==> src/rtl/mem_arbiter.sv <==
// mem_arbiter: shares one single-port synchronous memory (1-cycle read
// latency) between an instruction-fetch port and a load/store port.
// Load/store has default priority; a fetch that has lost STARVE_LIMIT
// consecutive cycles is boosted above load/store for one grant.
module mem_arbiter #(
  parameter int unsigned ADDR_WIDTH   = 10,
  parameter int unsigned DATA_WIDTH   = 32,
  parameter int unsigned STARVE_LIMIT = 4
) (
  input  logic                  clk,
  input  logic                  reset_b,
  // fetch port
  input  logic                  if_req,
  input  logic [ADDR_WIDTH-1:0] if_addr,
  output logic                  if_gnt,
  output logic                  if_rvalid,
  output logic [DATA_WIDTH-1:0] if_rdata,
  // load/store port
  input  logic                  ls_req,
  input  logic                  ls_we,
  input  logic [3:0]            ls_be,
  input  logic [ADDR_WIDTH-1:0] ls_addr,
  input  logic [DATA_WIDTH-1:0] ls_wdata,
  output logic                  ls_gnt,
  output logic                  ls_rvalid,
  output logic [DATA_WIDTH-1:0] ls_rdata,
  // memory port
  output logic                  mem_en,
  output logic                  mem_we,
  output logic [3:0]            mem_be,
  output logic [ADDR_WIDTH-1:0] mem_addr,
  output logic [DATA_WIDTH-1:0] mem_wdata,
  input  logic [DATA_WIDTH-1:0] mem_rdata,
  output logic                  busy
);

  localparam int unsigned CNT_W = 4;
  localparam logic [CNT_W-1:0] STARVE_MAX = CNT_W'(STARVE_LIMIT);

  // Owner of the read response returning in the current cycle.
  typedef enum logic [1:0] {
    OWN_NONE = 2'd0,
    OWN_IF   = 2'd1,
    OWN_LS   = 2'd2
  } owner_e;

  owner_e           owner_q, owner_d;
  logic [CNT_W-1:0] starve_q, starve_d;
  logic             boost;

  // State register: response owner and fetch starvation counter.
  always_ff @(posedge clk or negedge reset_b) begin
    if (!reset_b) begin
      owner_q  <= OWN_NONE;
      starve_q <= '0;
    end else begin
      owner_q  <= owner_d;
      starve_q <= starve_d;
    end
  end

  // Arbitration, memory mux and next-state; no dependence on mem_rdata.
  always_comb begin
    if_gnt    = 1'b0;
    ls_gnt    = 1'b0;
    mem_en    = 1'b0;
    mem_we    = 1'b0;
    mem_be    = 4'h0;
    mem_addr  = '0;
    mem_wdata = '0;
    owner_d   = OWN_NONE;
    starve_d  = starve_q;
    boost     = if_req && (starve_q == STARVE_MAX);

    if (if_req && (!ls_req || boost)) begin
      if_gnt   = 1'b1;
      mem_en   = 1'b1;
      mem_be   = 4'hF;
      mem_addr = if_addr;
      owner_d  = OWN_IF;
    end else if (ls_req) begin
      ls_gnt    = 1'b1;
      mem_en    = 1'b1;
      mem_we    = ls_we;
      mem_be    = ls_be;
      mem_addr  = ls_addr;
      mem_wdata = ls_wdata;
      owner_d   = ls_we ? OWN_NONE : OWN_LS;
    end

    if (!if_req || if_gnt) begin
      starve_d = '0;
    end else if (starve_q < STARVE_MAX) begin
      starve_d = starve_q + CNT_W'(1);
    end
  end

  // Response steering: read data passes straight through to both ports.
  assign if_rvalid = (owner_q == OWN_IF);
  assign ls_rvalid = (owner_q == OWN_LS);
  assign if_rdata  = mem_rdata;
  assign ls_rdata  = mem_rdata;
  assign busy      = (owner_q != OWN_NONE);

endmodule

==> config.mk <==
export PLATFORM = sky130hd
export DESIGN_NAME = mem_arbiter
export DESIGN_NICKNAME = d
export VERILOG_FILES = /design/src/rtl/mem_arbiter.sv
export SDC_FILE = /design/constraint.sdc
export NUM_CORES = 1
export LEC_CHECK = 0
export ABC_AREA = 1
export CAP_MARGIN = 20
export CORE_AREA = 4 4 79 81
export CTS_CLUSTER_SIZE = 10
export DETAILED_ROUTE_END_ITERATION = 12
export DIE_AREA = 0 0 83 85
export DONT_BUFFER_PORTS = 1
export HOLD_SLACK_MARGIN = 0.12
export SETUP_SLACK_MARGIN = 0.3
export SLEW_MARGIN = 0
export SYNTH_ARGS = -nofsm -noshare
export SYNTH_HDL_FRONTEND = slang
export SYNTH_SLANG_ARGS = --single-unit
==> constraint.sdc <==
create_clock -name clk -period 1.4 [get_ports clk]
set_input_delay 0.14 -clock clk [delete_from_list [all_inputs] [get_ports clk]]
set_output_delay 0.14 -clock clk [all_outputs]
set_load 0.01 [all_outputs]
=== Word level (Yosys, flattened, before mapping) ===
Index checks and enable logic that the tools add are counted.

* Bits in registers: 6
* Input bits: 93
* Output and inout bits: 117
* Word-level logic and storage cells: 32

* Add/sub/neg operators: 1
* Magnitude comparators: 1
* Equal/unequal tests: 3
* Multiplexer cells: 17
* Reduce and logical (&&, ||, !) cells: 8

{| class="wikitable"
|+ Operators with widths
! cell !! number
|-
| $mux W32 || 2
|-
| $mux W10 || 2
|-
| $mux W4 || 4
|-
| $mux W1 || 6
|-
| $mux W2 || 3
|-
| $add A4 B1 Y4 const B || 1
|-
| $eq A4 B3 Y1 const B || 1
|-
| $lt A4 B3 Y1 const B || 1
|-
| $reduce_bool A2 Y1 || 2
|-
| $eq A2 B1 Y1 const B || 1
|-
| $eq A2 B2 Y1 const B || 1
|-
| $logic_and A1 B1 Y1 || 2
|-
| $logic_not A1 Y1 || 2
|-
| $logic_or A1 B1 Y1 || 2
|}

=== Depth between registers and ports, before layout ===
* Depth in word-level cells: 7
* Depth in mapped cells: 9
* Mapped depth without buffers: 8

=== Worst setup path before layout ===
Ideal clock, no wire load.

* Path kind: reg-to-output
* From: register starve_q[0]
* To: output mem_wdata[13]
* Data arrival time: 1,148 ps
* Data required time: 1,260 ps
* Setup slack: 112 ps
* Stages on the path, launching flop included: 9
* Path buffers: 1
* Path through: dfrtp_1 -> inv_1 -> ha_1 -> nand2_1 -> inv_1 -> nand2_2 -> nand2_4 -> buf_4 -> nor2_1

* Word-level cells in the longest chain between the ends: 5

{| class="wikitable"
|+ RTL lines
! what !! line !! RTL
|-
| start, declared || 48 || <nowiki>logic [CNT_W-1:0] starve_q, starve_d;</nowiki>
|-
| start signal, assigned || 58 || <nowiki>starve_q <= starve_d;</nowiki>
|-
| $eq A4 B3 Y1 || 73 || <nowiki>boost = if_req && (starve_q == STARVE_MAX);</nowiki>
|-
| $logic_and A1 B1 Y1 || 73 ||
|-
| $logic_or A1 B1 Y1 || 75 || <nowiki>if (if_req && (!ls_req || boost)) begin</nowiki>
|-
| $logic_and A1 B1 Y1 || 75 ||
|-
| $mux W32 || 75 ||
|-
| end, declared || 32 || <nowiki>output logic [DATA_WIDTH-1:0] mem_wdata,</nowiki>
|}

No other way between the ends.

=== Worst setup path after layout ===
* From: register starve_q[1]
* To: output mem_be[2]

* Word-level cells in the longest chain between the ends: 5

{| class="wikitable"
|+ RTL lines
! what !! line !! RTL
|-
| $eq A4 B3 Y1 || 73 ||
|-
| $logic_and A1 B1 Y1 || 73 ||
|-
| $logic_or A1 B1 Y1 || 75 ||
|-
| $logic_and A1 B1 Y1 || 75 ||
|-
| $mux W4 || 75 ||
|-
| end, declared || 30 || <nowiki>output logic [3:0] mem_be,</nowiki>
|}

No other way between the ends.

==> results.py <==
metrics = {
    "outcome": {
        "status": "complete, but fails checks",
        "violations": "negative setup slack",
    },
    "logic_synthesis": {
        "ys_warn_count": 0,
        "synth_xor_area_share_pct": 0.6938,
        "ys_seq_area_share_pct": 11.89,
        "yosys.area.top_type": "buf_4",
        "avgSynthCellArea_um2": 5.899,
        "syn_nets": 309,
        "synthSimpleGateAreaFrac_pct": 29.53,
        "synthTopCellsByArea": "buf_4, inv_1, nor2_1",
        "muxShareOfSynthArea_pct": 0,
        "synth_top_area_share_pct": 39.84,
        "synth_adder_area_share_pct": 1.982,
        "syn_area_um2": 1262,
        "syn_inst": 214,
        "synth-compound-area-share_pct": 0.7929,
        "synth_top_family_by_area": "buffers and inverters",
        "ys_ff_latch": 6,
        "synth_cell_types": 16,
    },
    "sta": {
        "setup_tns_ns": -10.54,
        "skew_ns": 0.0007570,
        "rsz0062_at_grt": "yes",
        "finalHoldViolCount": 0,
        "fmax_ghz": 0.5932,
        "slew_violations": 0,
        "setup_violations": 49,
        "worst_slew_margin_rel_pct": 80.72,
        "period_minus_slack_ns": 1.686,
        "fin_crit_sh_pct": 120.4,
        "timing.final.ws_setup_ns": -0.2859,
        "fin_hold_ws_ns": 0.2274,
        "worst_pin_slew_ns": 0.2882,
    },
    "layout": {
        "final_common_cell": "inv_1",
        "stdcell_area_um2": 1662,
        "antenna_cells": 0,
        "area_growth_pct": 31.62,
        "layout_common_cells": "inv_1, nor2_4, nand3_1, nor2_2, nand2_4",
        "drive_above_1_share_pct": 55.23,
        "num-nets-final": 269,
        "postLayoutCoreUtil_pct": 30.36,
    },
    "routing": {
        "drc": 0,
        "wl_per_cell_um": 17.58,
        "routed_wl_mm": 4.290,
        "firstDrtPassIters": 4,
        "ant_nets": 0,
        "vias": 1057,
        "drtIter0Drc": 30,
        "vias_per_cell": 4.332,
    },
    "worst_setup_path": {
        "rrSetupSlack_ns": 0.01,
        "crit_fanout": 6,
        "cp.arrival_ns": 1.55,
        "end_kind": "primary output",
        "reg2reg_depth": 10,
        "crit_type": "flip-flop to primary output",
        "worstPathRequired_ns": 1.26,
        "worst_setup_path_start_kind": "flip-flop",
        "reg2reg_from": "starve_q[1]$_DFFE_PN0P_",
        "r2r-end": "owner_q[0]$_DFF_PN0_",
    },
    "floorplan": {
        "fp.dieW_um": 83,
        "coreArea_um2": 5473,
        "die-height_um": 85,
        "ios": 210,
        "die-area_um2": 7055,
        "rows": 27,
        "start_util_pct": 23.07,
    },
    "run": {
        "maxCapViolCount": 0,
    },
    "global_routing": {
        "gr-usage-all-layers_pct": 8.843,
        "antenna_found_initial": 0,
        "overflow": 0,
        "grt_pass1_wl_mm": 5.064,
        "grt_max_degree": 27,
        "grt_pass1_vias": 968,
    },
    "min_path": {
        "hold_class": "input port to asynchronous set/reset pin",
    },
    "clock_network": {
        "htree_levels": 1,
        "clk_pin_slew_worst_paths_ns": 0.04,
        "clk_latency_ns": 0.23,
        "cts.path.max_buffers": 2,
        "cts_tree": "built",
        "cts-root-buf": "clkbuf_8",
        "cts_buffers": 3,
        "cts.sinks": 6,
    },
    "pwr": {
        "p_per_area_nw_per_um2": 528.6,
        "p_total_w": 0.0008783,
        "p_leak_nw": 0.7930,
        "vdd_drop_max_mv": 0.2683,
    },
    "placement": {
        "post_dp_cell_area_um2": 983.4,
        "gp_congestion": 0.6482,
        "dp_hpwl_mm": 2.713,
        "port_buffers": 0,
    },
}
kinds of logic after synthesis:
logic type | after synthesis
buffers and inverters | 115
flip-flops | 6
XOR/XNOR | 1
adder cells (fa/ha/maj) | 2
AO/OA/AOI/OAI | 2
AND/OR/NAND/NOR | 88
registers in the layout, summed over array words and instances, names as in the netlist:
| signal | count |
|---|---|
| owner_q | 2 |
| starve_q | 4 |
per-stage QoR:
step	setup WS, ns	std cells
after floorplan	0.1328	214
after global placement	0.009088	218
after detailed placement	-0.02168	218
after CTS	-0.2227	230
after global routing	-0.3458	244
final	-0.2859	244
power by group:
part | internal [W] | switching [W]
clock network | 0.000186 | 0.0000879
registers | 0.000180 | 0.00000387
logic | 0.000184 | 0.000236
synth_stat cells (all sizes together):
| library cell | count |
|---|---|
| inv | 43 |
| nand3 | 22 |
| xor2 | 1 |
| or2 | 1 |
| buf | 72 |
| nand2 | 23 |
| nor2 | 42 |
| a21oi | 2 |
| dfrtp | 6 |
| ha | 2 |
area by class of cell:
cell class	instances	area (µm²)
clock buffers	3	41.29
fillers	555	3811
inverters	43	163.9
multi-input cells	93	844.6
flip-flops and latches	6	150.1
well taps	72	90.09
repair buffers	27	371.6
critical path, stage by stage (launching register included):
cell     delay (ns)
dfrtp_1        0.39
inv_2          0.09
ha_4           0.13
nand2_2        0.04
inv_2          0.07
nand2_4        0.07
nand2_8        0.13
buf_6          0.11
buf_6          0.11
nand2_8        0.08
nand2_4        0.09
timing repair:
item                                    4_1_cts  5_1_grt
buffers inserted                              5        8
cloned                                        0        4
gates resized for setup                      29       49
hold endpoints to repair                      9        3
pin swaps                                     2       14
endpoints found under the setup margin       54       54
hold buffers                                  4        2
worst max-delay path by stage:
stage | startpoint | end | cells after the start
floorplan | starve_q[0]$_DFFE_PN0P_ | mem_wdata[0] | 8
global placement | starve_q[0]$_DFFE_PN0P_ | mem_addr[2] | 9
detailed placement | starve_q[0]$_DFFE_PN0P_ | mem_addr[2] | 9
CTS | starve_q[0]$_DFFE_PN0P_ | mem_be[2] | 10
global route | starve_q[1]$_DFFE_PN0P_ | mem_be[2] | 10
finish | starve_q[1]$_DFFE_PN0P_ | mem_be[2] | 10
metal layers:
metal	vias to the layer above	share of wire [%]	global-route usage, %
met4	0	5.2	6.835
met5	-	0	0
met2	79	51	15.01
li1	472	-	-
met1	471	34	8.703
met3	35	9.4	3.398
Note: power is estimated with default switching activity, not from simulation.
